--- config.mk ---
export PLATFORM = sky130hd
export DESIGN_NAME = rv32_mem_arbiter
export DESIGN_NICKNAME = d
export VERILOG_FILES = /design/src/rtl/rv32_mem_arbiter.sv
export SDC_FILE = /design/constraint.sdc
export NUM_CORES = 1
export LEC_CHECK = 0
export CORE_MARGIN = 4
export CORE_UTILIZATION = 55
export CTS_CLUSTER_DIAMETER = 50
export DETAILED_ROUTE_END_ITERATION = 7
export DONT_BUFFER_PORTS = 1
export GPL_TIMING_DRIVEN = 1
export PLACE_DENSITY_LB_ADDON = 0.08
export SETUP_SLACK_MARGIN = 0.3
export SLEW_MARGIN = 40
export SYNTH_ARGS = -nofsm -noshare
export SYNTH_HDL_FRONTEND = slang
export SYNTH_SLANG_ARGS = --single-unit
export TNS_END_PERCENT = 1
--- constraint.sdc ---
create_clock -name clk -period 4.2 [get_ports clk]
set_input_delay 0.63 -clock clk [delete_from_list [all_inputs] [get_ports clk]]
set_output_delay 0.63 -clock clk [all_outputs]
set_load 0.02 [all_outputs]
--- src/rtl/rv32_mem_arbiter.sv ---
// rv32_mem_arbiter: shares one single-port memory between instruction fetch
// and the MEM-stage data port. Data has priority; a starvation counter lets a
// waiting fetch win after STARVE_MAX consecutive data grants, and a watchdog
// aborts a transaction the memory never completes.
module rv32_mem_arbiter #(
   parameter int unsigned STARVE_MAX = 4,
   parameter int unsigned TIMEOUT    = 64
) (
   input  logic        clk,
   input  logic        rst,
   input  logic        d_req,
   input  logic [31:0] d_addr,
   input  logic        d_we,
   input  logic [2:0]  d_width,
   input  logic [31:0] d_wdata,
   output logic        d_ack,
   output logic [31:0] d_rdata,
   input  logic        i_req,
   input  logic [31:0] i_addr,
   output logic        i_ack,
   output logic [31:0] i_rdata,
   output logic        m_req,
   output logic [31:0] m_addr,
   output logic        m_we,
   output logic [2:0]  m_width,
   output logic [31:0] m_wdata,
   input  logic        m_ready,
   input  logic [31:0] m_rdata,
   output logic        stall_if,
   output logic        stall_mem,
   output logic        err
);

   localparam int unsigned SCW = (STARVE_MAX < 1) ? 1 : $clog2(STARVE_MAX + 1);
   localparam int unsigned TCW = (TIMEOUT < 2) ? 1 : $clog2(TIMEOUT);
   localparam logic [SCW-1:0] STARVE_LIM = SCW'(STARVE_MAX);
   localparam logic [TCW-1:0] TCNT_LAST  = TCW'(TIMEOUT - 1);

   typedef enum logic [1:0] {
      IDLE   = 2'd0,
      BUSY_D = 2'd1,
      BUSY_I = 2'd2
   } state_t;

   state_t         state;
   state_t         state_nx;
   logic [SCW-1:0] starve_cnt;
   logic [TCW-1:0] tcnt;
   logic           d_elig;
   logic           i_elig;
   logic           grant_d;
   logic           grant_i;
   logic           done;
   logic           abort;

   // The memory is driven exactly while a transaction is outstanding, so an
   // asynchronous reset of the state drops m_req immediately.
   assign m_req     = (state != IDLE);
   assign stall_if  = i_req & ~i_ack;
   assign stall_mem = d_req & ~d_ack;

   // State register.
   always_ff @(posedge clk or negedge rst) begin
      if (!rst) state <= IDLE;
      else      state <= state_nx;
   end

   // Arbitration and completion decode; a port whose ack is high this cycle is
   // masked so its still-held request is not granted a second time.
   always_comb begin
      d_elig   = d_req & ~d_ack;
      i_elig   = i_req & ~i_ack;
      state_nx = state;
      grant_d  = 1'b0;
      grant_i  = 1'b0;
      done     = 1'b0;
      abort    = 1'b0;
      case (state)
         IDLE: begin
            if (d_elig && (!i_elig || starve_cnt != STARVE_LIM)) begin
               grant_d  = 1'b1;
               state_nx = BUSY_D;
            end else if (i_elig) begin
               grant_i  = 1'b1;
               state_nx = BUSY_I;
            end
         end
         BUSY_D, BUSY_I: begin
            if (m_ready) begin
               done     = 1'b1;
               state_nx = IDLE;
            end else if (tcnt == TCNT_LAST) begin
               done     = 1'b1;
               abort    = 1'b1;
               state_nx = IDLE;
            end
         end
         default: state_nx = IDLE;
      endcase
   end

   // Memory request registers, acks, read data, counters and sticky error.
   always_ff @(posedge clk or negedge rst) begin
      if (!rst) begin
         m_addr     <= '0;
         m_we       <= 1'b0;
         m_width    <= '0;
         m_wdata    <= '0;
         d_ack      <= 1'b0;
         i_ack      <= 1'b0;
         d_rdata    <= '0;
         i_rdata    <= '0;
         err        <= 1'b0;
         starve_cnt <= '0;
         tcnt       <= '0;
      end else begin
         d_ack <= done && (state == BUSY_D);
         i_ack <= done && (state == BUSY_I);

         if (grant_d) begin
            m_addr  <= d_addr;
            m_we    <= d_we;
            m_width <= d_width;
            m_wdata <= d_wdata;
            if (!i_req)                      starve_cnt <= '0;
            else if (starve_cnt != STARVE_LIM) starve_cnt <= starve_cnt + SCW'(1);
         end

         if (grant_i) begin
            m_addr     <= i_addr;
            m_we       <= 1'b0;
            m_width    <= 3'b010;
            starve_cnt <= '0;
         end

         if (state != IDLE) begin
            if (done) tcnt <= '0;
            else      tcnt <= tcnt + TCW'(1);
         end

         if (done && state == BUSY_D) begin
            if (abort)      d_rdata <= '0;
            else if (!m_we) d_rdata <= m_rdata;
         end

         if (done && state == BUSY_I) begin
            if (abort) i_rdata <= '0;
            else       i_rdata <= m_rdata;
         end

         if (abort) err <= 1'b1;
      end
   end

endmodule
* Word-level counts from Yosys, hierarchy flattened
Cells that the tools add are included.
Storage, ports and cells: output and inout port bits 138, input port bits 137, bits in registers 146, logic and storage cells 67
Operators by class: reductions and logical operators 12, mux-type cells 29, bitwise gates (word level) 4, equality and inequality tests 8, add/subtract/negate cells 2
Operator list (number):
- 32-bit two-way mux | 5
- 3-bit two-way mux | 6
- 1-bit two-way mux | 12
- 3-bit inequality test (second input constant) | 3
- 2-bit two-way mux | 4
- 6-bit by 1-bit adder with 6-bit output (second input constant) | 1
- 6-bit == test (second input constant) | 1
- 6-bit two-way mux | 1
- 2-bit AND reduction | 3
- 2-bit one-hot mux with 2 select lines | 1
- 2-bit nonzero test | 2
- 3-bit by 1-bit adder with 3-bit output (second input constant) | 1
- 1-bit logical AND | 3
- 3-bit by 1-bit inequality test with 1-bit output (second input constant) | 1
- 1-bit AND | 2
- 2-bit by 1-bit == test with 1-bit output (second input constant) | 1
- 2-bit == test (second input constant) | 1
- 2-bit logical NOT | 1
- 2-bit by 1-bit inequality test with 1-bit output (second input constant) | 1
- 1-bit NOT | 2
- 2-bit OR reduction | 1
- 1-bit logical NOT | 1
- 1-bit logical OR | 1

* Longest topological paths before layout
Gate-level depths: netlist (run 1).
depth in word-level cells 9, mapped depth 7, gate-level depth less buffers 5

* Least setup slack after synthesis (run 1)
OpenSTA, ideal clock, no wires.
kind input port to flip-flop, start input d_req, end register m_addr[10], slack 2458 ps, stages 5, arrival 1616 ps, path buffers 1, library setup time 126 ps, cells stage by stage nand2b_1 inv_1 a211oi_4 buf_6 a221o_2
On the way: cells in the longest elaborated chain, start to end 5, elaborated cells between the ends (all ways) 8, classes of those cells 5 x mux; 1 x bitwise; 2 x reduce/logical
Ends and longest elaborated chain:
- start, declared | line 11 | input logic d_req,
- 1-bit AND (*)
- via stall_mem | line 30 | output logic stall_mem,
- 1-bit logical AND (*) | line 80 | if (d_elig && (!i_elig || starve_cnt != STARVE_LIM)) begin
- 1-bit two-way mux | line 80
- 1-bit two-way mux | line 78 | case (state)
- 32-bit two-way mux or 2-bit nonzero test (tied branches)
- end signal, assigned | line 121 | m_addr <= d_addr;
- end signal, assigned | line 130 | m_addr <= i_addr;
- end, declared | line 23 | output logic [31:0] m_addr,
The timed path passes the listed nets; every way through them passes the cells marked *. A chain may end at the register's enable or synchronous reset.

* Worst setup path in the final report (run 1)
start register state[0], end register m_wdata[4]
On the way: cells in the longest elaborated chain, start to end 2
Ends and longest elaborated chain:
- start, declared | line 45 | state_t state;
- start signal, assigned | line 65 | else state <= state_nx;
- 2-bit logical NOT | line 78
- 1-bit two-way mux | line 78
- end signal, assigned | line 124 | m_wdata <= d_wdata;
- end, declared | line 26 | output logic [31:0] m_wdata,
No other way between the ends.

==> flow_summary.ini, run 1 <==
[status]
outcome = finished with violations
violations = negative hold slack

[synth]
syn_nets = 731
syn_area_per_cell_um2 = 11.5
yosysSeqAreaShare_pct = 54.2
synthCells = 588
synth.largest_area_cell = dfrtp_1
synth_ff_type = dfrtp_1
synth_top_area_share_pct = 54.2
ys_ff_latch = 146
async_reset_ff_share_pct = 100
synth_edf_count = 0
yosysWarnings = 0
ys_top_cells_by_area = dfrtp_1, mux2_4, mux2i_1, a221o_2, o311ai_0
syn_area_um2 = 6740
ys_types = 42

[pwr]
p_leak_nw = 3.57
p_per_area_nw_per_um2 = 823
vdd_ir_drop_max_uv = 349

[drt]
wl_per_cell_um = 22.4
via_per_inst = 6.20
drcViolationCount = 0
dr.pass1.iters = 5
routed_wl_um = 16500
drt.antenna.violating_nets = 0
route.vias.total = 4554
drtIter0Drc = 243

[grt]
grt_max_degree = 147
grt_pass1_wl_um = 26400
gr-total-overflow = 0
grt_util_all_layers_pct = 23.5
antenna_found_initial = 0
grt_pass1_vias = 4713

[sta]
skew_ns = 0.00688
setup_slack_ns = 1.50
setup_viol = 0
fin_crit_sh_pct = 64.3
setup_tns_ns = 0
drv_slew = 0
fmax_ghz = 0.370
finalHoldViolations = 146
period_minus_slack_ns = 2.70
slew_headroom_pct = 59.7
holdWs_ns = -0.0824
rsz0062_at_grt = false
worst_slew_pin_slew_ns = 0.605

[setup_path]
cp_slowest_cell = and2_4
cp.arrival_ns = 2.99
reg2reg_from = state[0]
start_kind = flip-flop
endpoint = m_wdata[4]
crit_path_cell_trace = inv_1 > ha_1 > and3b_1 > buf_4 > and2_4 > mux2_2
worstPathRequired_ns = 4.49
worstPathMaxFanout = 38
r2r_setup_slack_ns = 1.50
crit_start = state[0]
r2r_cells = 6
criticalPathCategory = reg2reg
cp-end-kind = flip-flop
r2r_end = m_wdata[4]
slowest_delay_ns = 0.60

[clock_network]
cts_max_level = 4
clkSinkCount = 146
cts_buffers = 17
cts_buffer_depth = 2
cts_resized = 0
cts-root-buf = clkbuf_16
clk_latency_ns = 0.41
clkTransAtPathRegs_ns = 0.06
cts_tree = yes

[floorplanning]
die_h_um = 119
rows = 40
die_w_um = 119
dieArea_um2 = 14100
initial_utilization_pct = 56.1
io_pins = 275
core-area_um2 = 12000

[place]
dp_cells = 704
hpwlAfterDp_um = 11200
preCtsSetupSlack_ns = 1.59
io_buffers = 0
gp_congestion = 0.773

[final_layout]
multi_input_area_um2 = 2580
finalNetCount = 720
drive_gt1_share_pct = 17.7
final_cells = 735
seq_area_um2 = 3650
num_antenna_cells = 0
syn_to_final_growth_pct = 8.59
fillCellCount = 970
fin_util_pct = 60.9

[min_path]
hp-class = in2async

[job]
max-cap-violations = 0
what timing repair did:
action	CTS	global route
setup buffers	0	0
endpoints found under the hold margin	146	146
setup endpoints to repair	0	0
layout by cell type (no fill, tap or decap), drive strengths merged, types with 26 or more instances in the layout:
master  instances
inv            71
mux2i          33
nand2          71
o311ai         32
clkbuf         26
mux2           32
and3           36
a221o          32
dfrtp         146
o21ai          38
synthesized netlist by cell type (4+ instances only):
library cell  instances
dfrtp_1             146
nand2_1              71
inv_1                70
and3_1               36
o21ai_0              36
mux2i_1              33
o311ai_0             32
a221o_2              26
mux2_4               26
clkbuf_1             22
buf_2                10
a21oi_1               8
a221o_1               6
ha_1                  6
mux2_2                6
buf_6                 5
nand4_1               5
nand4b_1              5
nor2b_1               4
worst min path at each step:
| stage | endpoint | slack [ns] | cells past startpoint |
|---|---|---|---|
| after floorplan | d_ack | 0.33 | 0 |
| after global placement | m_wdata[12] | 0.34 | 0 |
| after detailed placement | m_wdata[12] | 0.34 | 0 |
| after CTS | m_width[2] | -0.10 | 0 |
| after global routing | m_wdata[13] | -0.11 | 0 |
| final | m_wdata[13] | -0.08 | 0 |
worst max-delay path: cells and delay by family (launching register included):
kind | cells | cell delay (ns)
adders and majority gates | 1 | 0.49
buffers and inverters | 2 | 0.40
muxes | 1 | 0.41
and+or+nand+nor | 2 | 0.84
DFF | 1 | 0.41
logic make-up (layout without fill, tap and decap cells):
family | count (synthesis) | in the layout | synth area share [%]
flip-flops | 146 | 146 | 54.2
AND/OR/NAND/NOR | 131 | 131 | 10.1
AO/OA/AOI/OAI | 123 | 123 | 14.7
buffers and inverters | 113 | 113 | 7.69
multiplexers | 65 | 65 | 11.7
adder cells (fa/ha/maj) | 6 | 6 | 1.11
XOR/XNOR | 4 | 4 | 0.520
power by group:
group	internal (mW)	switching [mW]	leakage (nW)	total, mW
registers	2.00	1.20	1.64	3.20
clock network	0.826	0.539	0.258	1.36
logic	0.776	0.687	1.68	1.46
total	3.61	2.42	3.57	6.03
cell type report:
| type | count | share of cell area [%] |
|---|---|---|
| Clock buffer | 26 | 6.96 |
| Clock inverter | 4 | 0.342 |
| Inverter | 71 | 3.64 |
| Multi-Input combinational cell | 329 | 35.3 |
| Sequential cell | 146 | 49.9 |
| Tap cell | 147 | 2.51 |
| Timing Repair Buffer | 12 | 1.33 |
routing by layer:
layer | part of all wire (%) | GRT usage (%)
met1 | 40 | 29.0
met2 | 48 | 37.3
met3 | 11 | 10.4
met4 | 0.88 | 6.95
met5 | 0 | 0
per-stage QoR:
stage / total power [mW] / instance area (µm²)
after floorplan: 4.35 / 6740
after global placement: 4.61 / 6750
after detailed placement: 4.68 / 6760
after CTS: 6.07 / 7300
after global routing: 6.37 / 7320
final: 6.03 / 7320
flip-flops by register name (all words and copies together), names as in the netlist:
register / flops
d_rdata: 32
i_rdata: 32
m_addr: 32
m_wdata: 32
tcnt: 6
m_width: 3
starve_cnt: 3
state: 2
d_ack: 1
err: 1
i_ack: 1
m_we: 1
(Power assumes the default switching activity.)
==> run 2: changes to the inputs <==
Clock period 4.2 ns to 2.2 ns, I/O delays scaled along.
==> run 2 against run 1 <==
  * The flow still finishes with violations (negative hold slack)
  * Utilization rose by 1.4 points
  * Clock skew rose by 0.0017 ns
  * Combinational power rose by 100%
  * Flip-flop and latch count did not move
  * Critical path depth did not move
  * Sequential power rose by 91%
  * Final area rose by 2.2%
  * Die area did not move
  * Critical endpoint is now m_addr[10]
  * Largest cell class unchanged
==> flow_summary.ini, run 2 (synthesized netlist as in run 1, its figures left out) <==
[pwr]
p_per_area_nw_per_um2 = 1610
vdd_ir_drop_max_uv = 975
total_power_mw = 12.0
p_leak_nw = 3.64

[sta]
setup_viol = 0
slew_headroom_pct = 62.3
holdWs_ns = -0.383
rsz0062_at_grt = true
drv_slew = 0
skew_ns = 0.00861
setup_slack_ns = 0.358
period_minus_slack_ns = 1.84
fmax_ghz = 0.543
finalHoldViolations = 146
worst_slew_pin_slew_ns = 0.565
setup_tns_ns = 0
fin_crit_sh_pct = 83.7

[floorplanning]
die_h_um = 119
die_w_um = 119
rows = 40
initial_utilization_pct = 56.1
dieArea_um2 = 14100
core-area_um2 = 12000
io_pins = 275

[setup_path]
crit_start = state[0]
path_delay_family = simple AND/OR/NAND/NOR gates
start_kind = flip-flop
cp-end-kind = flip-flop
worstPathRequired_ns = 2.49
criticalPathCategory = reg2reg
slowest_delay_ns = 0.39
r2r_end = m_addr[10]
worstPathMaxFanout = 34
r2r_cells = 6
reg2reg_from = state[0]
cp_num_buf_inv = 2
cp_slowest_cell = dfrtp_1
crit_path_cell_trace = inv_1 > ha_1 > and3b_2 > buf_4 > and3_1 > a221o_2
r2r_setup_slack_ns = 0.36
cp.arrival_ns = 2.13

[drt]
drt.antenna.violating_nets = 0
route.vias.total = 4590
routed_wl_um = 16700
drtIter0Drc = 334
dr.pass1.iters = 4
drcViolationCount = 0
via_per_inst = 6.19
wl_per_cell_um = 22.6

[place]
preCtsSetupSlack_ns = 0.328
gp_congestion = 0.823
hpwlAfterDp_um = 11300
place_area_um2 = 6840
io_buffers = 0

[final_layout]
syn_to_final_growth_pct = 11.0
mostFrequentLayoutCell = dfrtp_1
finalNetCount = 725
postLayoutCellArea_um2 = 7480
num_antenna_cells = 0
final_cell_mix = dfrtp_1, nand2_1, inv_1
drive_gt1_share_pct = 19.5

[clock_network]
cts_buffers = 17
cts_tree = yes
cts_buffer_depth = 2
cts_setup_buffers = 0
cts-root-buf = clkbuf_16
cts_max_level = 4
clk_latency_ns = 0.41
clkSinkCount = 146
clkTransAtPathRegs_ns = 0.06

[grt]
grt_pass1_wl_um = 26700
gr-total-overflow = 0
grt_pass1_vias = 4755
grt_util_all_layers_pct = 23.6
grt_max_degree = 147
antenna_found_initial = 0

[status]
outcome = finished with violations
violations = negative hold slack

[min_path]
hp-class = in2async

[job]
max-cap-violations = 0
run 2: changes by cell type in the layout (fill, tap and decap cells not counted), moves of 2 or more:
| cell | delta |
|---|---|
| clkinv_2 | +2 |
| clkbuf_1 | -4 |
| clkbuf_8 | -3 |
| buf_4 | +2 |
| bufinv_16 | +3 |
| buf_12 | +2 |
| clkinvlp_4 | +2 |
run 2: metrics by stage:
step / hold slack [ns] / utilization [%] / std cells
after floorplan: 0.0344 / - / 588
after global placement: 0.0377 / 56.9 / 709
after detailed placement: 0.0384 / 56.9 / 709
after CTS: -0.405 / 62.0 / 741
after global routing: -0.416 / 62.3 / 742
final: -0.383 / 62.3 / 742
run 2: power breakdown:
| group | total (mW) | internal, mW | switching (mW) |
|---|---|---|---|
| logic | 2.94 | 1.60 | 1.35 |
| registers | 6.12 | 3.82 | 2.30 |
| clock network | 2.95 | 1.84 | 1.11 |
run 2: worst max-delay path by stage:
stage,end,slack (ns),cells after the start
floorplan,m_addr[10],0.51,5
global placement,m_wdata[31],0.38,6
detailed placement,m_wdata[4],0.33,6
CTS,m_wdata[2],0.32,6
global route,d_rdata[7],0.24,6
finish,m_addr[10],0.36,6
run 2: routing by layer:
| metal | vias to the layer above | global-route usage (%) | share of wire [%] |
|---|---|---|---|
| met2 | 204 | 38.3 | 49 |
| met5 | - | 0 | 0 |
| met4 | 0 | 6.88 | 1.4 |
| li1 | 2062 | - | - |
| met1 | 2304 | 28.5 | 39 |
| met3 | 20 | 10.8 | 10 |
run 2: layout make-up:
class                           instances  area (µm²)
Tap cell                              147         184
Multi-Input combinational cell        329        2580
Sequential cell                       146        3650
Timing Repair Buffer                   17         190
Inverter                               71         267
Clock inverter                         13         158
Fill cell                             944        4530
Clock buffer                           19         453
run 2: what timing repair did:
item                       in CTS  in global routing
hold endpoints to repair      146                146
setup endpoints to repair       0                 94
resized for setup               0                  2
==> run 3: changes to the inputs <==
Clock period 2.2 ns to 1.8 ns, I/O delays scaled along.
==> run 3 against run 2 <==
  * The run still ends with negative hold slack left
  * Global-route usage increased by 2.3 points
  * Clock-buffer cell count increased by 1
  * Non-clock buffer count increased by 110
  * Clock skew increased by 0.0023 ns
  * Sequential power increased by 23%
  * Fmax increased by 10%
  * Utilization increased by 9.9 points
  * Die area unchanged
  * Combinational power increased by 44%
  * Via count increased by 14%
  * Critical endpoint is now d_rdata[13]
==> flow_summary.ini, run 3 (synthesized netlist as in run 1, its figures left out) <==
[status]
outcome = finished with violations
violations = negative hold slack

[floorplanning]
io_pins = 275
die_w_um = 119
dieArea_um2 = 14100
initial_utilization_pct = 56.1
core-area_um2 = 12000
rows = 40
die_h_um = 119

[final_layout]
finalNetCount = 835
syn_to_final_growth_pct = 28.6
mostFrequentLayoutCell = dfrtp_1
drive_gt1_share_pct = 19.4
final_cell_mix = dfrtp_1, dlygate4sd3_1, nand2_1

[setup_path]
path_delay_family = flip-flops
crit_path_cell_trace = ha_1 > nand4_1 > o21ai_4 > buf_12 > clkbuf_16 > mux2i_1
cp_num_buf_inv = 2
worstPathMaxFanout = 6
cp-end-kind = flip-flop
r2r_end = d_rdata[13]
slowest_delay_ns = 0.41
cp_slowest_cell = dfrtp_1
r2r_cells = 6
cp.arrival_ns = 2.01
start_kind = flip-flop
criticalPathCategory = reg2reg
reg2reg_from = tcnt[0]
worstPathRequired_ns = 2.14
r2r_setup_slack_ns = 0.13

[pwr]
p_switching_mw = 6.06
power_frac_comb_pct = 27.7
switching_share_pct = 39.8
vdd_ir_drop_max_uv = 814
p_int_mw = 9.18
p_seq_share_pct = 49.4
total_power_mw = 15.2
clkPwrFrac_pct = 22.9
p_leak_nw = 4.15
p_per_area_nw_per_um2 = 1760

[drt]
wl_per_cell_um = 22.4
drcViolationCount = 0
drt.antenna.violating_nets = 0
via_per_inst = 6.13
route.vias.total = 5226
dr.pass1.iters = 5
drtIter0Drc = 437
routed_wl_um = 19100

[sta]
drv_slew = 0
period_minus_slack_ns = 1.67
holdWs_ns = -0.454
finalHoldViolations = 146
setup_tns_ns = 0
skew_ns = 0.0109
slew_headroom_pct = 72.5
setup_slack_ns = 0.130
rsz0062_at_grt = true
setup_viol = 0
worst_slew_pin_slew_ns = 0.411
fin_crit_sh_pct = 92.8
fmax_ghz = 0.599

[grt]
antenna_found_initial = 1
gr-total-overflow = 0
grt_max_degree = 147
grt_util_all_layers_pct = 25.9
grt_pass1_wl_um = 28900
grt_pass1_vias = 5166

[place]
gp_congestion = 0.809
io_buffers = 0
preCtsSetupSlack_ns = 0.0332
hpwlAfterDp_um = 11400

[clock_network]
cts_buffer_depth = 2
clk_latency_ns = 0.41
cts_hold_buf = 93
clkTransAtPathRegs_ns = 0.06
cts_max_level = 4
clkSinkCount = 146
cts_buffers = 17
cts_tree = yes
cts-root-buf = clkbuf_16

[job]
max-cap-violations = 0

[min_path]
hp-class = in2async
-- run 3: cell types whose count changed in the layout (fill, tap and decap cells not counted), moves of 3 or more --
cell,previous run,this run
clkbuf_1,0,3
buf_6,0,3
inv_1,70,66
clkinv_2,4,7
dlygate4sd3_1,0,93
buf_12,2,7
buf_4,13,19
clkbuf_16,18,21
inv_2,1,5
-- run 3: how the worst max path moves through the flow --
stage / from / end / slack, ns / cells past startpoint
2_1_floorplan: state[0] / m_addr[26] / 0.16 / 7
3_3_place_gp: state[0] / m_wdata[31] / 0.14 / 6
3_5_place_dp: state[0] / d_rdata[19] / 0.03 / 6
4_1_cts: state[0] / d_rdata[27] / 0.09 / 7
5_1_grt: state[1] / d_rdata[30] / 0.06 / 7
6_report: tcnt[0] / d_rdata[13] / 0.13 / 6
-- run 3: final cells by class --
type	instances	area [µm²]
Sequential cell	146	3650
Clock inverter	12	140
Multi-Input combinational cell	329	2610
Clock buffer	20	437
Tap cell	147	184
Antenna cell	1	2.50
Fill cell	840	3350
Timing Repair Buffer	127	1380
Inverter	71	267
-- run 3: power by group through the flow --
| stage | registers, mW | logic (mW) | clock network, mW |
|---|---|---|---|
| 2_1_floorplan | 7.09 | 3.10 | 0 |
| 3_3_place_gp | 7.51 | 3.50 | 0 |
| 3_5_place_dp | 7.51 | 3.67 | 0 |
| 4_1_cts | 7.49 | 3.97 | 3.56 |
| 5_1_grt | 7.68 | 4.61 | 3.70 |
| 6_report | 7.53 | 4.22 | 3.49 |
-- run 3: worst reg2reg max path, stage by stage (launching register included) --
cell and delay, ns:
dfrtp_1 0.41, ha_1 0.29, nand4_1 0.18, o21ai_4 0.20, buf_12 0.15, clkbuf_16 0.17, mux2i_1 0.19
-- run 3: routing by layer --
metal	routed length [µm]	part of all wire [%]	vias up	track usage (%)
met4	306	1.6	0	8.54
met3	2030	11	31	9.28
li1	-	-	2293	-
met5	0	0	-	0
met2	9410	49	309	41.8
met1	7370	39	2593	32.6
-- run 3: metrics by stage --
stage                     util [%]  instances  instance area [µm²]
after floorplan                  -        588                 6760
after global placement        57.8        718                 6950
after detailed placement      57.8        718                 6950
after CTS                     71.0        847                 8530
after global routing          72.1        853                 8670
final                         72.1        853                 8670
-- run 3: timing repair --
item	CTS	global route
pin swaps	1	3
cloned	1	5
setup endpoints to repair	148	148
resized for setup	4	7
buffers inserted	3	0
endpoints found under the hold margin	251	146
==> RTL edit, RTL diff (settings of run 2) <==
Set the parameter `STARVE_MAX` to 8 (it was 4).
--- a/src/rtl/rv32_mem_arbiter.sv
+++ b/src/rtl/rv32_mem_arbiter.sv
@@ -5,3 +5,3 @@
 module rv32_mem_arbiter #(
-   parameter int unsigned STARVE_MAX = 4,
+   parameter int unsigned STARVE_MAX = 8,
    parameter int unsigned TIMEOUT    = 64
Formal check against the unedited RTL: no difference found for any inputs over 4 cycles, from zero or initial values and one cycle with rst low; that may be too few to reach the edited logic, so the function may still have changed.
==> RTL edit against run 2 <==
Synthesized area shrank 14%. The flow now stops in clock tree synthesis (4_1_cts).
==> RTL edit: results (changes against run 2) <==
synthesis:
  ys_seq_area_share_pct: 63.38  # +9.2 points
  async_reset_ff_share_pct: 100.0  # unchanged
  yosys-top-cells-count: "dfrtp_1, nand2_1, a22o_1"
  yosysTopAreaCell: "dfrtp_1"
  syn_nets: 636  # -13%
  ys_types: 41  # -2.4%
  ys_warn_count: 0  # unchanged
  synth.top_cells.by_area: "dfrtp_1, a22o_1, nand2_1"
placed_design:
  portBuffers: 0  # unchanged
  dpl_worst_slack_ns: 0.2516  # -0.07682 ns
  gp_congestion: 0.8579  # +4.2%
  hpwlAfterDp_um: 9893  # -13%
clock_tree:
  cts_root_buf: "clkbuf_8"
  h-tree-depth: 4  # unchanged
  cts_resized: 4  # +4
  cts_setup_buffers: 0  # unchanged
  cts_buffer_depth: 2  # unchanged
  cts_made_buffers: 17  # unchanged
  holdBufCountCts: 130
  clock-sinks: 147  # +0.68%
outcome:
  error: "[ERROR RSZ-0060] Max buffer count reached."
  lastStage: "clock tree synthesis (4_1_cts)"
  status: "stopped before the end"
## RTL edit: changes by cell type after synthesis, moves of 6 or more
cell,run 2,this run
a22o_1,3,66
nand2_1,71,113
and3_1,36,2
mux2i_1,33,0
a222oi_1,0,32
o311ai_0,32,0
inv_1,70,41
o21ai_0,36,7
a221o_2,26,0
mux2_4,26,0
a221o_1,6,0
## RTL edit: metrics by stage
stage | instances | utilization [%] | cell area [um2]
floorplan | 493 | - | 5804
detailed placement | 613 | 57.79 | 5966
global placement | 613 | 57.79 | 5966
## RTL edit: kinds of logic after synthesis
| group | after synthesis | share of synthesized area [%] |
|---|---|---|
| flip-flops | 147 | 63.38 |
| AND/OR/NAND/NOR | 140 | 10.22 |
| multiplexers | 1 | 0.1940 |
| adder cells (fa/ha/maj) | 6 | 1.293 |
| AO/OA/AOI/OAI | 124 | 19.27 |
| XOR/XNOR | 2 | 0.3018 |
| buffers and inverters | 73 | 5.346 |
